<file path="src/rtl/apb_slave_regfile_if.sv">
// ----------------------------------------------------------------------------
// apb_slave_regfile_if
// APB bus bundle between one master and the apb_slave_regfile slave.
//   PSEL1    master -> slave  slave select
//   PENABLE  master -> slave  access-phase strobe
//   PWRITE   master -> slave  1 = write, 0 = read
//   PADDR    master -> slave  byte address (32 bits)
//   PWDATA   master -> slave  write data (32 bits)
//   PRDATA   slave -> master  read data, non-zero only in the PREADY cycle
//   PREADY   slave -> master  transfer complete
//   PSLVERR  slave -> master  transfer error, qualified by PREADY
//
// Handshake: a transfer is one SETUP cycle (PSEL1=1, PENABLE=0) followed by
// ACCESS cycles (PSEL1=1, PENABLE=1) during which the master holds every
// master->slave signal stable. The transfer completes in the first ACCESS
// cycle that sees PREADY=1; PRDATA and PSLVERR are meaningful only in that
// cycle. The master may not lower PENABLE before PREADY; if it does, the
// slave treats the transfer as abandoned.
// ----------------------------------------------------------------------------
interface apb_slave_regfile_if;
   logic        PSEL1;
   logic        PENABLE;
   logic        PWRITE;
   logic [31:0] PADDR;
   logic [31:0] PWDATA;
   logic [31:0] PRDATA;
   logic        PREADY;
   logic        PSLVERR;

   modport master (
      output PSEL1, PENABLE, PWRITE, PADDR, PWDATA,
      input  PRDATA, PREADY, PSLVERR
   );

   modport slave (
      input  PSEL1, PENABLE, PWRITE, PADDR, PWDATA,
      output PRDATA, PREADY, PSLVERR
   );
endinterface

</file>
<file path="src/rtl/apb_slave_regfile.sv">
// ----------------------------------------------------------------------------
// apb_slave_regfile
// APB slave holding NUM_REGS 32-bit registers with WAIT_CYCLES wait states
// inserted in every ACCESS phase.
//   clk        bus clock, all state on rising edge
//   PRESETn    asynchronous active-low reset
//   bus        apb_slave_regfile_if.slave (PSEL1, PENABLE, PWRITE, PADDR,
//              PWDATA in; PRDATA, PREADY, PSLVERR out)
//   fsm_state  current FSM state for observation: 0 IDLE, 1 SETUP, 2 ACCESS
//
// The state register only ever stores IDLE or ACCESS. SETUP is the cycle in
// which the bus shows PSEL1=1/PENABLE=0 while the register holds IDLE, so it
// is decoded combinationally; this gives a true zero-wait transfer for
// WAIT_CYCLES=0 and lets a new SETUP follow a PREADY cycle directly.
// ----------------------------------------------------------------------------
module apb_slave_regfile #(
   parameter int WAIT_CYCLES = 1,
   parameter int NUM_REGS    = 16
) (
   input  logic                 clk,
   input  logic                 PRESETn,
   apb_slave_regfile_if.slave   bus,
   output logic [1:0]           fsm_state
);

   localparam int IDX_W = $clog2(NUM_REGS);

   typedef enum logic [1:0] {
      IDLE   = 2'd0,
      SETUP  = 2'd1,
      ACCESS = 2'd2
   } state_t;

   state_t            state_q;
   state_t            cur_state;
   state_t            next_state;
   logic [3:0]        wait_cnt;
   logic [31:0]       addr_q;
   logic [31:0]       wdata_q;
   logic              write_q;
   logic [31:0]       regs [NUM_REGS];
   logic              sel_en;
   logic              last_wait;
   logic              ready;
   logic              addr_err;
   logic [IDX_W-1:0]  idx;

   assign sel_en    = bus.PSEL1 && bus.PENABLE;
   assign last_wait = (wait_cnt == 4'(WAIT_CYCLES));
   assign addr_err  = (addr_q[1:0] != 2'b00) || (addr_q >= 32'(4 * NUM_REGS));
   assign idx       = addr_q[IDX_W+1:2];

   // State register
   always_ff @(posedge clk or negedge PRESETn) begin
      if (!PRESETn) begin
         state_q <= IDLE;
      end else begin
         state_q <= next_state;
      end
   end

   // Next-state decode. PSEL1 with PENABLE already high in IDLE is a
   // transfer we never saw the SETUP of, so it is ignored.
   always_comb begin
      cur_state  = state_q;
      next_state = IDLE;
      if (state_q == IDLE && bus.PSEL1 && !bus.PENABLE) begin
         cur_state = SETUP;
      end
      case (cur_state)
         IDLE:    next_state = IDLE;
         SETUP:   next_state = ACCESS;
         // Stay only while the master keeps the access open and the wait
         // count has not run out; completion or abort both return to IDLE.
         ACCESS:  next_state = (sel_en && !last_wait) ? ACCESS : IDLE;
         default: next_state = IDLE;
      endcase
   end

   // Outputs
   always_comb begin
      ready       = (cur_state == ACCESS) && last_wait && sel_en;
      bus.PREADY  = ready;
      bus.PSLVERR = ready && addr_err;
      bus.PRDATA  = (ready && !write_q && !addr_err) ? regs[idx] : 32'd0;
      fsm_state   = cur_state;
   end

   // Transfer attributes are captured in SETUP so later bus changes during
   // ACCESS cannot affect the transfer.
   always_ff @(posedge clk or negedge PRESETn) begin
      if (!PRESETn) begin
         wait_cnt <= 4'd0;
         addr_q   <= 32'd0;
         wdata_q  <= 32'd0;
         write_q  <= 1'b0;
      end else if (cur_state == SETUP) begin
         wait_cnt <= 4'd0;
         addr_q   <= bus.PADDR;
         wdata_q  <= bus.PWDATA;
         write_q  <= bus.PWRITE;
      end else if (cur_state == ACCESS && sel_en && !last_wait) begin
         wait_cnt <= wait_cnt + 4'd1;
      end
   end

   // Register file
   always_ff @(posedge clk or negedge PRESETn) begin
      if (!PRESETn) begin
         for (int i = 0; i < NUM_REGS; i++) begin
            regs[i] <= 32'd0;
         end
      end else if (ready && write_q && !addr_err) begin
         regs[idx] <= wdata_q;
      end
   end

endmodule

</file>
<file path="src/flat_wrapper.sv">
// flat-port wrapper written by rule: the top's interface ports become plain ports
module apb_slave_regfile_flat 
#(
   parameter int WAIT_CYCLES = 1,
   parameter int NUM_REGS    = 16
)
  (clk, PRESETn, fsm_state, bus_PSEL1, bus_PENABLE, bus_PWRITE, bus_PADDR, bus_PWDATA, bus_PRDATA, bus_PREADY, bus_PSLVERR);
  apb_slave_regfile_if bus_i ();
  input  logic clk;
  input  logic PRESETn;
  output logic [1:0] fsm_state;
  input wire logic [$bits(bus_i.PSEL1)-1:0] bus_PSEL1;
  input wire logic [$bits(bus_i.PENABLE)-1:0] bus_PENABLE;
  input wire logic [$bits(bus_i.PWRITE)-1:0] bus_PWRITE;
  input wire logic [$bits(bus_i.PADDR)-1:0] bus_PADDR;
  input wire logic [$bits(bus_i.PWDATA)-1:0] bus_PWDATA;
  output wire logic [$bits(bus_i.PRDATA)-1:0] bus_PRDATA;
  output wire logic [$bits(bus_i.PREADY)-1:0] bus_PREADY;
  output wire logic [$bits(bus_i.PSLVERR)-1:0] bus_PSLVERR;
  assign bus_i.PSEL1 = bus_PSEL1;
  assign bus_i.PENABLE = bus_PENABLE;
  assign bus_i.PWRITE = bus_PWRITE;
  assign bus_i.PADDR = bus_PADDR;
  assign bus_i.PWDATA = bus_PWDATA;
  assign bus_PRDATA = bus_i.PRDATA;
  assign bus_PREADY = bus_i.PREADY;
  assign bus_PSLVERR = bus_i.PSLVERR;
  apb_slave_regfile #(.WAIT_CYCLES(WAIT_CYCLES), .NUM_REGS(NUM_REGS)) u_core (.clk(clk), .PRESETn(PRESETn), .bus(bus_i), .fsm_state(fsm_state));
endmodule
</file>
<file path="config.mk">
export PLATFORM = sky130hd
export DESIGN_NAME = apb_slave_regfile_flat
export DESIGN_NICKNAME = d
export VERILOG_FILES = /design/src/rtl/apb_slave_regfile_if.sv /design/src/rtl/apb_slave_regfile.sv /design/src/flat_wrapper.sv
export SDC_FILE = /design/constraint.sdc
export NUM_CORES = 1
export LEC_CHECK = 0
export BUFFER_PORTS_ARGS = -buffer_cell sky130_fd_sc_hd__buf_2
export CORE_AREA = 2 2 162 283
export CTS_BUF_LIST = sky130_fd_sc_hd__clkbuf_16
export DETAILED_ROUTE_END_ITERATION = 8
export DIE_AREA = 0 0 164 285
export PLACE_DENSITY = 0.76
export SYNTH_ARGS = -nofsm -noshare
export SYNTH_HDL_FRONTEND = slang
export SYNTH_SLANG_ARGS = --single-unit
</file>
<file path="constraint.sdc">
create_clock -name clk -period 3.9 [get_ports clk]
set_input_delay 0.78 -clock clk [delete_from_list [all_inputs] [get_ports clk]]
set_output_delay 0.78 -clock clk [all_outputs]
set_load 0.03 [all_outputs]
</file>
Word-level counts from Yosys, hierarchy flattened
Cells that the tools add are included.
Cells by class
  add/sub/neg operators: 1
  magnitude comparators: 3
  equality and inequality tests: 3
  mux-type cells: 12
  bitwise operators: 1
  reduce and logical (&&, ||, !) cells: 22
Operators by type and width (number)
  bitwise mux 512 bit: 1
  binary-select mux 32 bit (select 4 bit): 1
  demux 32 bit (select 4 bit): 1
  2-to-1 mux 32 bit: 4
  >= comparator 32 x 7 -> 1 bit (second input constant): 1
  logical AND 1 bit: 14
  2-to-1 mux 4 bit: 2
  >= comparator 5 bit (second input constant): 1
  < comparator 5 x 1 -> 1 bit (second input constant): 1
  inverter 4 -> 5 bit: 1
  adder 4 x 1 -> 4 bit (second input constant): 1
  equality test 4 x 1 -> 1 bit (second input constant): 1
  zero test 1 bit: 4
  2-to-1 mux 2 bit: 2
  one-hot mux 2 bit (2 select lines): 1
  nonzero test 2 bit: 2
  equality test 2 x 1 -> 1 bit (second input constant): 1
  equality test 2 bit (second input constant): 1
  zero test 2 bit: 1
  logical OR 1 bit: 1
Word-level totals
  input bits: 69
  flip-flop bits (word level): 583
  output and inout port bits: 36

Logic depth before layout (Yosys ltp)
  word-level depth: 10
  gate-level depth with buffers: 8
  gate-level depth less buffers: 6

Worst setup path before layout
No wires, ideal clock.
  path type: input port to output port
  start: in bus_PENABLE
  end: out bus_PRDATA[18]
  arrival: 2.868 ns
  slack: 0.252 ns
  stages: 7
  buffers on the path: 3
  cells stage by stage: and3_1 > nand3_1 > buf_4 > or4_1 > clkbuf_1 > buf_4 > a21oi_1
Between the ends
  longest elaborated chain between the ends: 9
RTL lines
  start: declaration: line flat_wrapper.sv:13  | input wire logic [$bits(bus_i.PENABLE)-1:0] bus_PENABLE;
  zero test 1 bit: line apb_slave_regfile.sv:67  | if (state_q == IDLE && bus.PSEL1 && !bus.PENABLE) begin
  logical AND 1 bit: line apb_slave_regfile.sv:67
  2-to-1 mux 2 bit: line apb_slave_regfile.sv:67
  equality test 2 bit: line apb_slave_regfile.sv:82  | ready = (cur_state == ACCESS) && last_wait && sel_en;
  logical AND 1 bit: line apb_slave_regfile.sv:82
  logical AND 1 bit *: line apb_slave_regfile.sv:82
  logical AND 1 bit * (2 in a row): line apb_slave_regfile.sv:85  | bus.PRDATA = (ready && !write_q && !addr_err) ? regs[idx] : 32'd0;
  2-to-1 mux 32 bit *: line apb_slave_regfile.sv:85
  end: declaration: line flat_wrapper.sv:17  | output wire logic [$bits(bus_i.PRDATA)-1:0] bus_PRDATA;
Every way passes the cells marked *; elsewhere a longest branch is shown, timed or not.

Worst setup path after layout
  start: reg u_core.addr_q[25]
  end: out bus_PRDATA[31]
Between the ends
  longest elaborated chain between the ends: 5
RTL lines
  start: declaration: line apb_slave_regfile.sv:38  | logic [31:0] addr_q;
  start signal: assignment: line apb_slave_regfile.sv:99  | addr_q <= bus.PADDR;
  >= comparator 32 x 7 -> 1 bit: line apb_slave_regfile.sv:50  | assign addr_err = (addr_q[1:0] != 2'b00) || (addr_q >= 32'(4 * NUM_REGS));
  logical OR 1 bit: line apb_slave_regfile.sv:50
  zero test 1 bit: line apb_slave_regfile.sv:85
  logical AND 1 bit: line apb_slave_regfile.sv:85
  2-to-1 mux 32 bit: line apb_slave_regfile.sv:85
Every way passes these cells.

==> flow_metrics.tcl <==
set metrics [dict create \
    cpPeakStageDelay_ps 700 \
    pin_count 105 \
    n_antenna_cell 0 \
    cpMaxStageDelayCell "or4_2" \
    powerDensity_nw_per_um2 432 \
    period_needed_ps 3750 \
    final_cell_area_sq_um 29100 \
    status "completed" \
    htreeDepth 2 \
    r2r_cells 6 \
    antenna_found_initial 0 \
    layout_commonest_cell "dfrtp_1" \
    synthDistinctLibCells 32 \
    place_congestion 0.763 \
    r2r_setup_slack_ps 980 \
    drtIter0Drc 882 \
    ant_nets 0 \
    finalSetupViolations 0 \
    multiInputGateArea_sq_um 10900 \
    placed_cells 2341 \
    cp.arrival_ps 2970 \
    path_buf_inv 2 \
    hold_buffers 0 \
    final_nets 1890 \
    irDropWorstVdd_mv 0.406 \
    grt_max_degree 108 \
    crit_family "simple AND/OR/NAND/NOR gates" \
    num_vias 15300 \
    clkLatencyLatePin_ps 610 \
    drt_wl_total_mm 61.9 \
    post_drt_wl_per_cell_um 25.5 \
    syn_inst 1739 \
    cts_tree "done" \
    die_area_sq_um 46700 \
    cp-start-kind "flop" \
    grt-ovfl-total 0 \
    yosysWarnings 0 \
    whs_ps 219 \
    postCtsSetupRepairBufs 0 \
    tightest_slew_ps 915 \
    setup_tns_ps 0 \
    clk_path_buf_depth 3 \
    dp_hpwl_mm 38.1 \
    clk_pin_slew_ps 70 \
    cts.sink_count 582 \
    die_width_um 164 \
    finalHoldViolations 0 \
    final_cell_mix "dfrtp_1 (580), mux2_2 (465), nand2_1 (200)" \
    slew_headroom_pct 39.0 \
    start_util_pct 58.2 \
    syn_area_sq_um 26000 \
    place_area_sq_um 27500 \
    grt_setup_unrepaired "false" \
    synth_seq_cells 582 \
    cts_buffers 53 \
    io_buffers 104 \
    vias_per_cell 6.29 \
    finClkSkew_ps 23.7 \
    grt_pass1_vias 16800 \
    grt_pass1_wl_mm 98.8 \
    num_rows 103 \
    drive_gt1_share_pct 48.5 \
    synth_nets 1810 \
    fin_crit_sh_pct 96.1 \
    coreArea_sq_um 44700 \
    nFillCells 3188 \
    die_y_um 285 \
    end_kind "output port" \
    synth_seq_area_share_pct 55.9 \
    leakagePower_uw 0.0143 \
    max_freq_mhz 267 \
    worst-path-max-fanout 17 \
    slew_violations 0 \
    drv_cap 0 \
    hold_path_class "input port to asynchronous set/reset pin" \
    crit_chain "nor4_1 -> nand4_2 -> or4_2 -> buf_4 -> a21oi_1 -> buf_2" \
    crit_cells 6 \
    cts_root_buf "clkbuf_16" \
    fin_cells 2432 \
    grt_use_total_pct 27.8 \
    ff_latch_area_sq_um 14600 \
    crit_type "flop to output port" \
    drc_errors 0 \
    area_growth_pct 11.9 \
    crit_required_ps 3120 \
    cts_resized 0 \
    drt_pre_antenna_iters 5 \
    syn_area_per_cell_sq_um 15.0 \
]
[metrics by stage]
stage                     setup slack [ps]  util [%]  total power [uW]
after floorplan                        252         -              7060
after global placement                 636      61.4              7600
after detailed placement               611      61.4              7630
after CTS                              112      65.1             12700
after global routing                  11.3      65.2             13000
final                                  153      65.2             12600
[area by class of cell]
class / count / share of cell area (%)
Sequential cell: 582 / 50.0
Timing Repair Buffer: 175 / 4.51
Multi-Input combinational cell: 1004 / 37.3
Inverter: 3 / 0.0386
Clock buffer: 53 / 4.55
Clock inverter: 38 / 1.13
Tap cell: 577 / 2.48
[path summary, 6_finish.rpt]
kind	to	from
min in group clk	u_core.wdata_q[22]$_DFFE_PN0N_	bus_PWDATA[22]
max in group asynchronous	u_core.regs[423]$_DFFE_PN0P_	PRESETn
max reg2reg	u_core.regs[334]$_DFFE_PN0P_	u_core.addr_q[2]$_DFFE_PN0N_
max	bus_PRDATA[31]	u_core.addr_q[25]$_DFFE_PN0N_
min	u_core.regs[472]$_DFFE_PN0P_	PRESETn
min reg2reg	u_core.addr_q[31]$_DFFE_PN0N_	u_core.addr_q[31]$_DFFE_PN0N_
[synthesized netlist by cell type (all sizes together)]
| master | number | area share (%) |
|---|---|---|
| clkbuf | 79 | 1.1 |
| xor2 | 1 | 0.034 |
| mux2i | 1 | 0.038 |
| a22o | 1 | 0.034 |
| nand2 | 200 | 2.9 |
| inv | 3 | 0.043 |
| dfrtp | 582 | 56 |
| mux4 | 128 | 11 |
| nor2 | 5 | 0.072 |
| nor2b | 3 | 0.072 |
| o21ai | 2 | 0.038 |
| a22oi | 64 | 1.8 |
| buf | 71 | 1.6 |
| nand3b | 4 | 0.12 |
| or3b | 5 | 0.17 |
| a21oi | 32 | 0.96 |
| and2 | 1 | 0.024 |
| mux2 | 512 | 22 |
| ha | 2 | 0.096 |
| and3 | 2 | 0.048 |
| nand4 | 6 | 0.17 |
| nand3 | 10 | 0.19 |
| or4 | 2 | 0.058 |
| nor4 | 23 | 1.2 |
[routing by layer]
metal	part of all wire [%]	up-vias	track usage (%)	wire (um)
li1	-	6479	-	-
met3	3.8	127	3.10	2340
met5	0	-	0	0
met2	54	383	49.7	33400
met4	3.2	0	9.47	2010
met1	39	8306	35.1	24100
[kinds of logic after synthesis]
kind of cell,count (synthesis),synth area share (%)
multiplexers,641,33.3
adder cells (fa/ha/maj),2,0.0961
XOR/XNOR,1,0.0337
AO/OA/AOI/OAI,99,2.88
flip-flops,582,55.9
AND/OR/NAND/NOR,261,5.01
buffers and inverters,153,2.78
[power by group]
part	switching, uW	total [uW]	internal, uW
sequential	341	6490	6150
clock	2280	5070	2800
combinational	631	1020	387
total	3250	12600	9340
[state kept, by name, indices dropped and copies added (netlist names)]
signal,cells
u_core.write_q,1
u_core.state_q,1
u_core.addr_q,32
u_core.wdata_q,32
u_core.wait_cnt,4
u_core.regs,512
Note: power is estimated with default switching activity, not from simulation.
